`src/rtl/ps2_host_tx.sv`:
```
// PS/2 host-to-device transmitter. It inhibits the clock, issues a request-to-send,
// shifts a command byte out on device clock edges and checks the device ACK.
module ps2_host_tx #(
  parameter int CLK_INHIBIT_CYCLES = 5000,
  parameter int TIMEOUT_CYCLES     = 750000
) (
  input  logic       clk,
  input  logic       rst,
  input  logic [7:0] tx_data,
  input  logic       tx_valid,
  output logic       tx_ready,
  input  logic       ps2_clk,
  input  logic       ps2_data,
  output logic       ps2_clk_oe,
  output logic       ps2_data_oe,
  output logic       busy,
  output logic       tx_done,
  output logic       tx_ack_err,
  output logic       tx_timeout
);
  localparam int INH_W = (CLK_INHIBIT_CYCLES > 1) ? $clog2(CLK_INHIBIT_CYCLES) : 1;
  localparam int GAP_W = (TIMEOUT_CYCLES > 1) ? $clog2(TIMEOUT_CYCLES) : 1;
  localparam logic [INH_W-1:0] INH_LAST = INH_W'(CLK_INHIBIT_CYCLES - 1);
  localparam logic [GAP_W-1:0] GAP_LAST = GAP_W'(TIMEOUT_CYCLES - 1);

  typedef enum logic [2:0] {
    IDLE,
    INHIBIT,
    RTS,
    WAIT_EDGE,
    ACK,
    WAIT_IDLE
  } state_t;

  // Two-flop synchronizers; reset to 1 so an idle bus never looks like a fall.
  logic [1:0] pin_raw;
  logic [1:0] pin_sync;
  assign pin_raw = {ps2_data, ps2_clk};

  generate
    for (genvar gi = 0; gi < 2; gi++) begin : g_sync
      logic s1_reg;
      logic s2_reg;
      always_ff @(posedge clk or posedge rst) begin
        if (rst) begin
          s1_reg <= 1'b1;
          s2_reg <= 1'b1;
        end else begin
          s1_reg <= pin_raw[gi];
          s2_reg <= s1_reg;
        end
      end
      assign pin_sync[gi] = s2_reg;
    end
  endgenerate

  logic clk_s2;
  logic data_s2;
  logic clk_s3_reg;
  logic fall;

  assign clk_s2  = pin_sync[0];
  assign data_s2 = pin_sync[1];
  assign fall    = clk_s3_reg & ~clk_s2;

  always_ff @(posedge clk or posedge rst) begin
    if (rst) clk_s3_reg <= 1'b1;
    else     clk_s3_reg <= clk_s2;
  end

  state_t           state_reg,   state_next;
  logic [9:0]       shift_reg,   shift_next;
  logic [3:0]       bit_cnt_reg, bit_cnt_next;
  logic [INH_W-1:0] inh_cnt_reg, inh_cnt_next;
  logic [GAP_W-1:0] gap_reg,     gap_next;
  logic             clk_oe_reg,  clk_oe_next;
  logic             data_oe_reg, data_oe_next;
  logic             done_reg,    done_next;
  logic             err_reg,     err_next;
  logic             to_reg,      to_next;
  logic             timed;

  assign timed = (state_reg == WAIT_EDGE) || (state_reg == ACK) || (state_reg == WAIT_IDLE);

  always_comb begin
    state_next   = state_reg;
    shift_next   = shift_reg;
    bit_cnt_next = bit_cnt_reg;
    inh_cnt_next = inh_cnt_reg;
    gap_next     = gap_reg;
    clk_oe_next  = clk_oe_reg;
    data_oe_next = data_oe_reg;
    done_next    = 1'b0;
    err_next     = 1'b0;
    to_next      = 1'b0;

    // A stalled device aborts the transfer even if an edge arrives this cycle.
    if (timed && (gap_reg == GAP_LAST)) begin
      clk_oe_next  = 1'b0;
      data_oe_next = 1'b0;
      to_next      = 1'b1;
      state_next   = IDLE;
    end else begin
      if (timed) gap_next = fall ? '0 : gap_reg + GAP_W'(1);
      case (state_reg)
        IDLE: begin
          clk_oe_next  = 1'b0;
          data_oe_next = 1'b0;
          if (tx_valid) begin
            shift_next   = {1'b1, ~^tx_data, tx_data};
            inh_cnt_next = '0;
            bit_cnt_next = '0;
            gap_next     = '0;
            clk_oe_next  = 1'b1;
            state_next   = INHIBIT;
          end
        end
        INHIBIT: begin
          if (inh_cnt_reg == INH_LAST) begin
            data_oe_next = 1'b1;
            state_next   = RTS;
          end else begin
            inh_cnt_next = inh_cnt_reg + INH_W'(1);
          end
        end
        RTS: begin
          clk_oe_next = 1'b0;
          gap_next    = '0;
          state_next  = WAIT_EDGE;
        end
        WAIT_EDGE: begin
          if (fall) begin
            data_oe_next = ~shift_reg[0];
            shift_next   = {1'b0, shift_reg[9:1]};
            bit_cnt_next = bit_cnt_reg + 4'd1;
            if (bit_cnt_reg == 4'd9) state_next = ACK;
          end
        end
        ACK: begin
          if (fall) begin
            if (data_s2) begin
              err_next   = 1'b1;
              state_next = IDLE;
            end else begin
              state_next = WAIT_IDLE;
            end
          end
        end
        WAIT_IDLE: begin
          if (clk_s2 && data_s2) begin
            done_next  = 1'b1;
            state_next = IDLE;
          end
        end
        default: begin
          clk_oe_next  = 1'b0;
          data_oe_next = 1'b0;
          state_next   = IDLE;
        end
      endcase
    end
  end

  always_ff @(posedge clk or posedge rst) begin
    if (rst) begin
      state_reg   <= IDLE;
      shift_reg   <= '0;
      bit_cnt_reg <= '0;
      inh_cnt_reg <= '0;
      gap_reg     <= '0;
      clk_oe_reg  <= 1'b0;
      data_oe_reg <= 1'b0;
      done_reg    <= 1'b0;
      err_reg     <= 1'b0;
      to_reg      <= 1'b0;
    end else begin
      state_reg   <= state_next;
      shift_reg   <= shift_next;
      bit_cnt_reg <= bit_cnt_next;
      inh_cnt_reg <= inh_cnt_next;
      gap_reg     <= gap_next;
      clk_oe_reg  <= clk_oe_next;
      data_oe_reg <= data_oe_next;
      done_reg    <= done_next;
      err_reg     <= err_next;
      to_reg      <= to_next;
    end
  end

  assign tx_ready    = (state_reg == IDLE);
  assign busy        = (state_reg != IDLE);
  assign ps2_clk_oe  = clk_oe_reg;
  assign ps2_data_oe = data_oe_reg;
  assign tx_done     = done_reg;
  assign tx_ack_err  = err_reg;
  assign tx_timeout  = to_reg;

endmodule

```
`config.mk`:
```
export PLATFORM = sky130hd
export DESIGN_NAME = ps2_host_tx
export DESIGN_NICKNAME = d
export VERILOG_FILES = /design/src/rtl/ps2_host_tx.sv
export SDC_FILE = /design/constraint.sdc
export NUM_CORES = 1
export LEC_CHECK = 0
export BUFFER_PORTS_ARGS = -buffer_cell sky130_fd_sc_hd__buf_2
export CAP_MARGIN = 20
export CELL_PAD_IN_SITES_DETAIL_PLACEMENT = 0
export CELL_PAD_IN_SITES_GLOBAL_PLACEMENT = 1
export CORE_ASPECT_RATIO = 1.4
export CORE_UTILIZATION = 53
export CTS_BUF_LIST = sky130_fd_sc_hd__clkbuf_2
export DETAILED_ROUTE_END_ITERATION = 16
export PLACE_DENSITY_LB_ADDON = 0.12
export REMOVE_ABC_BUFFERS = 1
export SLEW_MARGIN = 40
export SYNTH_ARGS = -nofsm -noshare
export SYNTH_HDL_FRONTEND = slang
export SYNTH_SLANG_ARGS = --single-unit
```
`constraint.sdc`:
```
create_clock -name clk -period 5.45 [get_ports clk]
set_clock_uncertainty 0.15 [all_clocks]
set_input_delay 0.545 -clock clk [delete_from_list [all_inputs] [get_ports clk]]
set_output_delay 0.545 -clock clk [all_outputs]
set_load 0.1 [all_outputs]
```
==> impl_metrics.tcl <==
set metrics [dict create \
    core_region_area_sq_um 5860 \
    via_per_inst 5.70 \
    critPathKind "reg -> reg" \
    grt_max_degree 61 \
    synth.distinct_cells 53 \
    timing.final.crit_share_pct 57.2 \
    cts_inserted_buffers 9 \
    worstSetupEndpointType "flip-flop" \
    fin_nets 381 \
    root_buffer "clkbuf_2" \
    p_leak_uw 0.00155 \
    cp_cell_sequence "nand3b_1, nand2_1, a21boi_2, a21o_1, nor2_1" \
    htreeDepth 3 \
    hold_viol 0 \
    ir_drop_uv 189 \
    synth-seq-area-share_pct 46.5 \
    max_freq_ghz 0.321 \
    layout_common_cells "nor2_1 (60), dfrtp_1 (55), nand2_1 (31), o21ai_0 (23)" \
    dieArea_sq_um 6430 \
    start_util_pct 55.2 \
    dr.pass1.iters 4 \
    globalRouteOverflowTotal 0 \
    worst_pin_slew_ps 685 \
    clkTransAtPathRegs_ps 160 \
    critical-path-slowest-cell "dfrtp_1" \
    synth-seq-cells 60 \
    drc 0 \
    cap_violations 0 \
    first_iter_violations 168 \
    synth_cells 344 \
    clock_sinks 60 \
    yosys_warnings 0 \
    rows 33 \
    worst-path-buf-inv 0 \
    yosys_most_used_dff "dfrtp_1" \
    ios 20 \
    cp_max_fo 19 \
    worstSkewPairLatency_ps 470 \
    fin_crit_ps 3120 \
    cts_tree "yes" \
    setup_violations 0 \
    maxSlewHeadroom_pct 54.2 \
    port_buffers 19 \
    status "completed" \
    worstPathArrival_ps 3280 \
    grt_usage_pct 22.6 \
    wl_per_cell_um 14.7 \
    grt_pass1_vias 2398 \
    largest_reg_flops 20 \
    routed_wl_um 6430 \
    avgSynthCellArea_sq_um 9.42 \
    grt_pass1_wl_um 10900 \
    synth-edff-count 0 \
    die_h_um 94.5 \
    antenna_found_initial 0 \
    clockBufferDepth 2 \
    syn_area_sq_um 3240 \
    cpLargestDelayFamily "compound AO/OA/AOI/OAI gates" \
    cp-start-kind "flip-flop" \
    dp_hpwl_um 4440 \
    final_antenna_net_count 0 \
    globalplace.congestion 0.765 \
    placed_cells 419 \
    drv_slew 0 \
    rsz0062_at_grt "false" \
    max_stage_delay_ps 700 \
    cts_resized 0 \
    layout_commonest_cell "nor2_1" \
    syn_to_final_growth_pct 7.57 \
    vias 2501 \
    power.density_nw_per_um2 333 \
    hp-class "reg -> reg" \
    finalSetupTns_ps 0 \
    final_cells 439 \
    ys_async_sr_fraction_pct 100 \
    drive_above_1_share_pct 17.1 \
    die_x_um 68.1 \
    cp.required_ps 5610 \
    antenna_cells 0 \
]
-- Yosys cell counts (all sizes together) (3+ instances only) --
cell    instances  area [sq um]
a21o            4          37.5
a21oi           8          43.8
and3            7          43.8
and4            6          52.6
buf            11          57.6
clkbuf          4          15.0
dfrtp          55          1380
dfstp           5           131
ha              4          50.1
inv             6          22.5
mux2i           3          30.0
nand2          31           116
nand2b          3          18.8
nand3          10          50.1
nand3b          3          22.5
nand4          14          87.6
nor2           61           236
nor2b           3          18.8
nor3           23           160
nor4            3          40.0
nor4b           3          45.0
o21ai          23           115
or3             4          25.0
xnor2           9          78.8
xor2           19           166
-- worst reg2reg max path, cell delays in order, from the launching register on --
cell      delay (ps)
dfrtp_1          700
nand3b_1         510
nand2_1          320
a21boi_2         570
a21o_1           610
nor2_1           110
-- routing by layer --
layer	vias to the layer above	global-route usage [%]	wire length, um
met1	1216	27.6	2980
met2	33	37.7	3210
met3	6	6.28	193
met4	0	6.94	46
li1	1246	-	-
met5	-	0	0
-- path summary, 6_finish.rpt --
check	startpoint	endpoint	slack [ps]	depth (start not counted)
hold reg to reg	g_sync[1].s1_reg	data_s2	220	0
setup reg to reg	state_reg[1]	gap_reg[7]	2330	5
setup / recovery	state_reg[1]	gap_reg[7]	2330	5
min in group asynchronous	rst	gap_reg[0]	470	4
hold / removal	g_sync[1].s1_reg	data_s2	220	0
max in group asynchronous	rst	gap_reg[19]	4150	5
-- final cells by class --
class                           count  area [sq um]
Sequential cell                    60          1510
Clock inverter                      4          17.5
Inverter                            6          22.5
Clock buffer                       12          60.1
Tap cell                           70          87.6
Multi-Input combinational cell    263          1640
Fill cell                         552          2380
Timing Repair Buffer               24           153
-- power breakdown --
group | switching [uW] | internal [uW]
sequential | 50.5 | 500
combinational | 282 | 115
clock | 152 | 61.7
total | 485 | 677
-- metrics by stage --
step	hold WS (ps)	total power, uW	setup slack, ps	util (%)	area [sq um]
detailed placement	197	954	2410	57.3	3360
CTS	99.0	1170	2350	58.9	3450
global placement	197	949	2430	57.3	3360
floorplan	195	866	2480	-	3170
finish	217	1160	2330	59.4	3480
global route	187	1240	2010	59.4	3480
-- cell families after synthesis --
kind of cell	synth area share, %
xor+xnor	7.57
fa+ha+maj	1.55
simple gates	30.2
flops	46.5
mux	1.62
buf+inv	2.94
compound gates	9.54
-- timing repair --
action | 4_1_cts | 5_1_grt
setup buffers | 0 | 0
hold buffers | 2 | 1
hold endpoints to repair | 2 | 15
(Power assumes the default switching activity.)
